File: config.mk
export PLATFORM = sky130hd
export DESIGN_NAME = regfile_scoreboard
export DESIGN_NICKNAME = d
export VERILOG_FILES = /design/src/rtl/regfile_pkg.sv /design/src/rtl/busy_table.sv /design/src/rtl/regfile_scoreboard.sv
export SDC_FILE = /design/constraint.sdc
export NUM_CORES = 2
export LEC_CHECK = 0
export ABC_AREA = 1
export CELL_PAD_IN_SITES_DETAIL_PLACEMENT = 0
export CELL_PAD_IN_SITES_GLOBAL_PLACEMENT = 1
export CORE_ASPECT_RATIO = 1.25
export CORE_MARGIN = 1.5
export CORE_UTILIZATION = 50
export CTS_BUF_LIST = sky130_fd_sc_hd__clkbuf_4
export DETAILED_ROUTE_END_ITERATION = 10
export PLACE_DENSITY = 0.94
export SETUP_SLACK_MARGIN = 0.1
export SLEW_MARGIN = 25
export SYNTH_ARGS = -nofsm -noshare
export SYNTH_HDL_FRONTEND = slang
export SYNTH_SLANG_ARGS = --single-unit
File: constraint.sdc
create_clock -name clk -period 2.4 [get_ports clk]
set_input_delay 0.36 -clock clk [delete_from_list [all_inputs] [get_ports clk]]
set_output_delay 0.36 -clock clk [all_outputs]
set_load 0.05 [all_outputs]
File: src/rtl/regfile_pkg.sv
// Shared constants for the register file and its busy scoreboard.
// Data vectors are declared [0:DATA_WIDTH-1], so bit 0 is the MSB.
package regfile_pkg;
  localparam int REG_DATA_WIDTH = 32;
  localparam int REG_ADDR_WIDTH = 5;
  localparam int REG_ZERO       = 0;
endpackage

File: src/rtl/busy_table.sv
// Per-register busy bits for RAW hazard detection, plus the drain flag.
module busy_table
  import regfile_pkg::*;
#(
  parameter int ADDR_WIDTH = REG_ADDR_WIDTH,
  parameter int ZERO_REG   = 1
) (
  input  logic                       clk,
  input  logic                       reset,
  input  logic                       writeEnable,
  input  logic [ADDR_WIDTH-1:0]      rd,
  input  logic                       resvEnable,
  input  logic [ADDR_WIDTH-1:0]      resvReg,
  output logic [2**ADDR_WIDTH-1:0]   busy,
  output logic                       anyBusy
);
  localparam int DEPTH = 2**ADDR_WIDTH;

  for (genvar r = 0; r < DEPTH; r++) begin : g_busy
    if (ZERO_REG != 0 && r == REG_ZERO) begin : g_zero
      assign busy[r] = 1'b0;
    end else begin : g_bit
      logic set_r, clr_r;
      assign set_r = resvEnable  && (resvReg == ADDR_WIDTH'(r));
      assign clr_r = writeEnable && (rd      == ADDR_WIDTH'(r));
      // A newer producer issuing on the same edge outranks the completing one.
      always_ff @(posedge clk) begin
        if (reset)      busy[r] <= 1'b0;
        else if (set_r) busy[r] <= 1'b1;
        else if (clr_r) busy[r] <= 1'b0;
      end
    end
  end

  assign anyBusy = |busy;
endmodule

File: src/rtl/regfile_scoreboard.sv
// Two-read/one-write register file with optional zero register, writeback
// bypass, and a busy scoreboard for the issue stage.
module regfile_scoreboard
  import regfile_pkg::*;
#(
  parameter int DATA_WIDTH = REG_DATA_WIDTH,
  parameter int ADDR_WIDTH = REG_ADDR_WIDTH,
  parameter int ZERO_REG   = 1,
  parameter int BYPASS     = 1
) (
  input  logic                  clk,
  input  logic                  reset,
  input  logic [ADDR_WIDTH-1:0] rs,
  input  logic [ADDR_WIDTH-1:0] rt,
  input  logic [ADDR_WIDTH-1:0] rd,
  input  logic [0:DATA_WIDTH-1] busW,
  input  logic                  writeEnable,
  input  logic                  resvEnable,
  input  logic [ADDR_WIDTH-1:0] resvReg,
  output logic [0:DATA_WIDTH-1] busA,
  output logic [0:DATA_WIDTH-1] busB,
  output logic                  busyA,
  output logic                  busyB,
  output logic                  anyBusy
);
  localparam int DEPTH = 2**ADDR_WIDTH;

  logic [DEPTH-1:0][0:DATA_WIDTH-1] regs;
  logic [DEPTH-1:0]                 busy;

  for (genvar r = 0; r < DEPTH; r++) begin : g_reg
    if (ZERO_REG != 0 && r == REG_ZERO) begin : g_zero
      assign regs[r] = '0;
    end else begin : g_flop
      logic wr_en;
      assign wr_en = writeEnable && (rd == ADDR_WIDTH'(r));
      always_ff @(posedge clk) begin
        if (reset)      regs[r] <= '0;
        else if (wr_en) regs[r] <= busW;
      end
    end
  end

  busy_table #(
    .ADDR_WIDTH (ADDR_WIDTH),
    .ZERO_REG   (ZERO_REG)
  ) u_busy (
    .clk         (clk),
    .reset       (reset),
    .writeEnable (writeEnable),
    .rd          (rd),
    .resvEnable  (resvEnable),
    .resvReg     (resvReg),
    .busy        (busy),
    .anyBusy     (anyBusy)
  );

  logic fwd_a, fwd_b, zero_a, zero_b;
  assign fwd_a  = (BYPASS != 0) && writeEnable && (rd == rs);
  assign fwd_b  = (BYPASS != 0) && writeEnable && (rd == rt);
  assign zero_a = (ZERO_REG != 0) && (rs == ADDR_WIDTH'(REG_ZERO));
  assign zero_b = (ZERO_REG != 0) && (rt == ADDR_WIDTH'(REG_ZERO));

  // Zero register wins over forwarding: its write is dropped, so nothing to forward.
  always_comb begin
    busA = regs[rs];
    busB = regs[rt];
    if (fwd_a)  busA = busW;
    if (fwd_b)  busB = busW;
    if (zero_a) busA = '0;
    if (zero_b) busB = '0;
  end

  // A producer completing this cycle is forwarded, so it is not a hazard.
  assign busyA = busy[rs] && !fwd_a;
  assign busyB = busy[rt] && !fwd_b;
endmodule

==> results.py <==
metrics = {
    "synth": {
        "syn_area_mm2": 0.0587,
        "synth.area.mux_share": 0,
        "synthCells": 9209,
        "ys_ff_latch": 1023,
        "yosysWarnings": 0,
        "synth_fa_ha_area_frac": 0,
        "synthSimpleGateAreaFrac": 0.327,
        "synth_top_family_by_area": "simple AND/OR/NAND/NOR gates",
        "synth-xor-area-share": 0,
        "synth_compound_area_frac": 0.198,
        "synth_fp_nets": 9265,
        "yosysUniqueCellTypes": 31,
        "avgSynthCellArea_um2": 6.37,
        "seq_area_frac_synth": 0.349,
    },
    "sta": {
        "skew_ns": 0,
        "worstMarginPinSlew_ns": 0.949,
        "finalHoldViolations": 0,
        "timing.final.crit_share": 1.39,
        "fin_tns_setup_ns": -36.25,
        "fmax_ghz": 0.299,
        "fin_hold_ws_ns": 0.0626,
        "setup_viol": 67,
        "grt_setup_unrepaired": "yes",
        "slew_headroom": 0.361,
        "slew_viol_final": 0,
        "setup_ws_ns": -0.941,
        "min_period_ns": 3.34,
    },
    "finish": {
        "final_nets": 9493,
        "final_cell_mix": "1980 x nand2_1, 1058 x nor2_1, 1031 x nand3_1",
        "multi_input_area_mm2": 0.0340,
        "fillerInstances": 10453,
        "final_util": 0.632,
        "regArea_mm2": 0.0210,
        "final_common_cell": "nand2_1",
        "syn_to_final_growth_pct": 25.6,
        "drive_gt1_frac": 0.272,
    },
    "worst_setup_path": {
        "worstSetupPathType": "in -> out",
        "slowest_delay_ns": 0.78,
        "cp.required_ns": 2.04,
        "worst_path_max_delay_cell": "o21ai_0",
        "crit_path_frequent_cell": "buf_6",
        "crit_fanout": 25,
        "crit_chain": "clkdlybuf4s50_1 -> buf_4 -> o22ai_1 -> nor2_1 -> nand3_4 -> buf_6 -> o21ai_0 -> a21oi_4 -> buf_6",
        "endpoint_kind": "output pin",
        "cp-start-kind": "input pin",
        "critical-path-top-delay-family": "buffers and inverters",
        "critical_path_buf_inv_count": 4,
        "critical_path_arrival_ns": 2.98,
    },
    "floorplanning": {
        "die_area_mm2": 0.119,
        "num_rows": 140,
        "die_h_um": 386,
        "dieWidth_um": 309,
        "ios": 123,
        "core_mm2": 0.116,
        "initial_utilization": 0.504,
    },
    "pwr": {
        "design_power_total_uw": 42100,
        "power_density_mw_per_mm2": 572,
        "peakVddDrop_v": 0.000557,
        "power.leakage_uw": 0.0311,
    },
    "place": {
        "place.gp.congestion": 1.01,
        "pre_cts_ws_ns": -0.517,
        "port-buffer-count": 122,
        "hpwl_um": 163000,
    },
    "flow_run": {
        "drv_cap": 0,
    },
    "detailed_routing": {
        "vias": 68196,
        "antenna_left": 0,
        "routed_wirelength_um": 259000,
        "drt_iter0_drc": 8882,
        "remaining_drc_errors": 0,
        "wl_per_cell_um": 23.2,
        "dr.pass1.iters": 8,
        "vias_per_cell": 6.10,
    },
    "clock_tree": {
        "cts_sinks": 1023,
        "cts_tree": "built",
        "clk_latency_ns": 1.30,
        "htreeDepth": 5,
        "clk_pin_slew_worst_paths_ns": 0.06,
        "cts_buffers": 292,
        "clock_path_buffers": 4,
        "clock-root-buffer": "clkbuf_4",
    },
    "global_route": {
        "grt_pass1_vias": 64024,
        "antenna_found_initial": 14,
        "overflow": 0,
        "grt_max_degree": 67,
        "grt_usage": 0.421,
        "grt_pass1_wl_um": 384000,
    },
    "run_status": {
        "outcome": "finished, violations left",
        "violations": "setup timing",
    },
    "min_path": {
        "hp-class": "in -> reg",
    },
}
## cell usage after synthesis (all sizes together)
cell type | count | area share
o211ai | 285 | 0.036
clkbuf | 431 | 0.028
inv | 956 | 0.061
a31oi | 3 | 0.00032
nand4 | 1 | 0.00011
nor3 | 1 | 0.000085
nor2 | 1118 | 0.073
buf | 460 | 0.037
nand3 | 1307 | 0.11
or2 | 5 | 0.00053
nor4 | 6 | 0.00090
nand2 | 2201 | 0.14
a21oi | 298 | 0.025
a211oi | 865 | 0.11
o22ai | 7 | 0.00075
clkinv | 1 | 0.000064
o21ai | 240 | 0.020
dfxtp | 1023 | 0.35
nor3b | 1 | 0.00013
## routing by layer
metal  vias to the layer above  part of all wire  GRT usage
met5                         -           0.00056          0
met4                        22             0.082      0.302
met3                      1292              0.14      0.143
met2                      4637              0.41      0.614
met1                     31255              0.36      0.515
li1                      30990                 -          -
## final timing paths
kind	startpoint	cells past startpoint	endpoint	slack (ns)
max reg2reg	regs[712]$_SDFFE_PP0P_	4	regs[712]$_SDFFE_PP0P_	1.47
min reg2reg	regs[191]$_SDFFE_PP0P_	2	regs[191]$_SDFFE_PP0P_	0.46
max	rd[0]	9	busA[1]	-0.94
min	busW[11]	4	regs[148]$_SDFFE_PP0P_	0.06
## report_power, final
| group | internal [µW] | switching, µW | total, µW |
|---|---|---|---|
| logic | 2930 | 5610 | 8540 |
| registers | 17200 | 98.8 | 17300 |
| clock network | 8640 | 7680 | 16300 |
| total | 28800 | 13400 | 42100 |
## worst reg2reg max path, stage by stage, from the launching register on
cell      delay, ns
dfxtp_2        0.34
inv_2          0.04
buf_4          0.12
buf_4          0.12
a211oi_1       0.22
## metrics by stage
| step | instances | area [µm²] |
|---|---|---|
| 2_1_floorplan | 9209 | 58800 |
| 3_3_place_gp | 10642 | 66000 |
| 3_5_place_dp | 10642 | 66000 |
| 4_1_cts | 11144 | 71900 |
| 5_1_grt | 11175 | 73700 |
| 6_report | 11180 | 73700 |
## repair_timing
action / CTS / global route
setup endpoints to repair: 67 / 68
hold endpoints to repair: 754 / 0
setup buffers: 23 / 21
gates resized for setup: 835 / 694
pin swaps: 360 / 442
hold buffers: 21 / 0
## sequential cells by signal, indices dropped and copies added (netlist names)
name / cells
regs: 992
u_busy.busy: 31
## cells by family after synthesis
family,count (synthesis)
AND/OR/NAND/NOR,4640
buffers and inverters,1848
AO/OA/AOI/OAI,1698
flip-flops,1023
## area by class of cell
class / instances / share of cell area
repair buffers: 825 / 0.130
clock buffers: 432 / 0.0440
diodes: 16 / 0.000543
well taps: 1562 / 0.0265
flip-flops and latches: 1023 / 0.284
inverters: 957 / 0.0493
clock inverters: 27 / 0.00316
multi-input cells: 6338 / 0.462
Note: power is estimated with default switching activity, not from simulation.
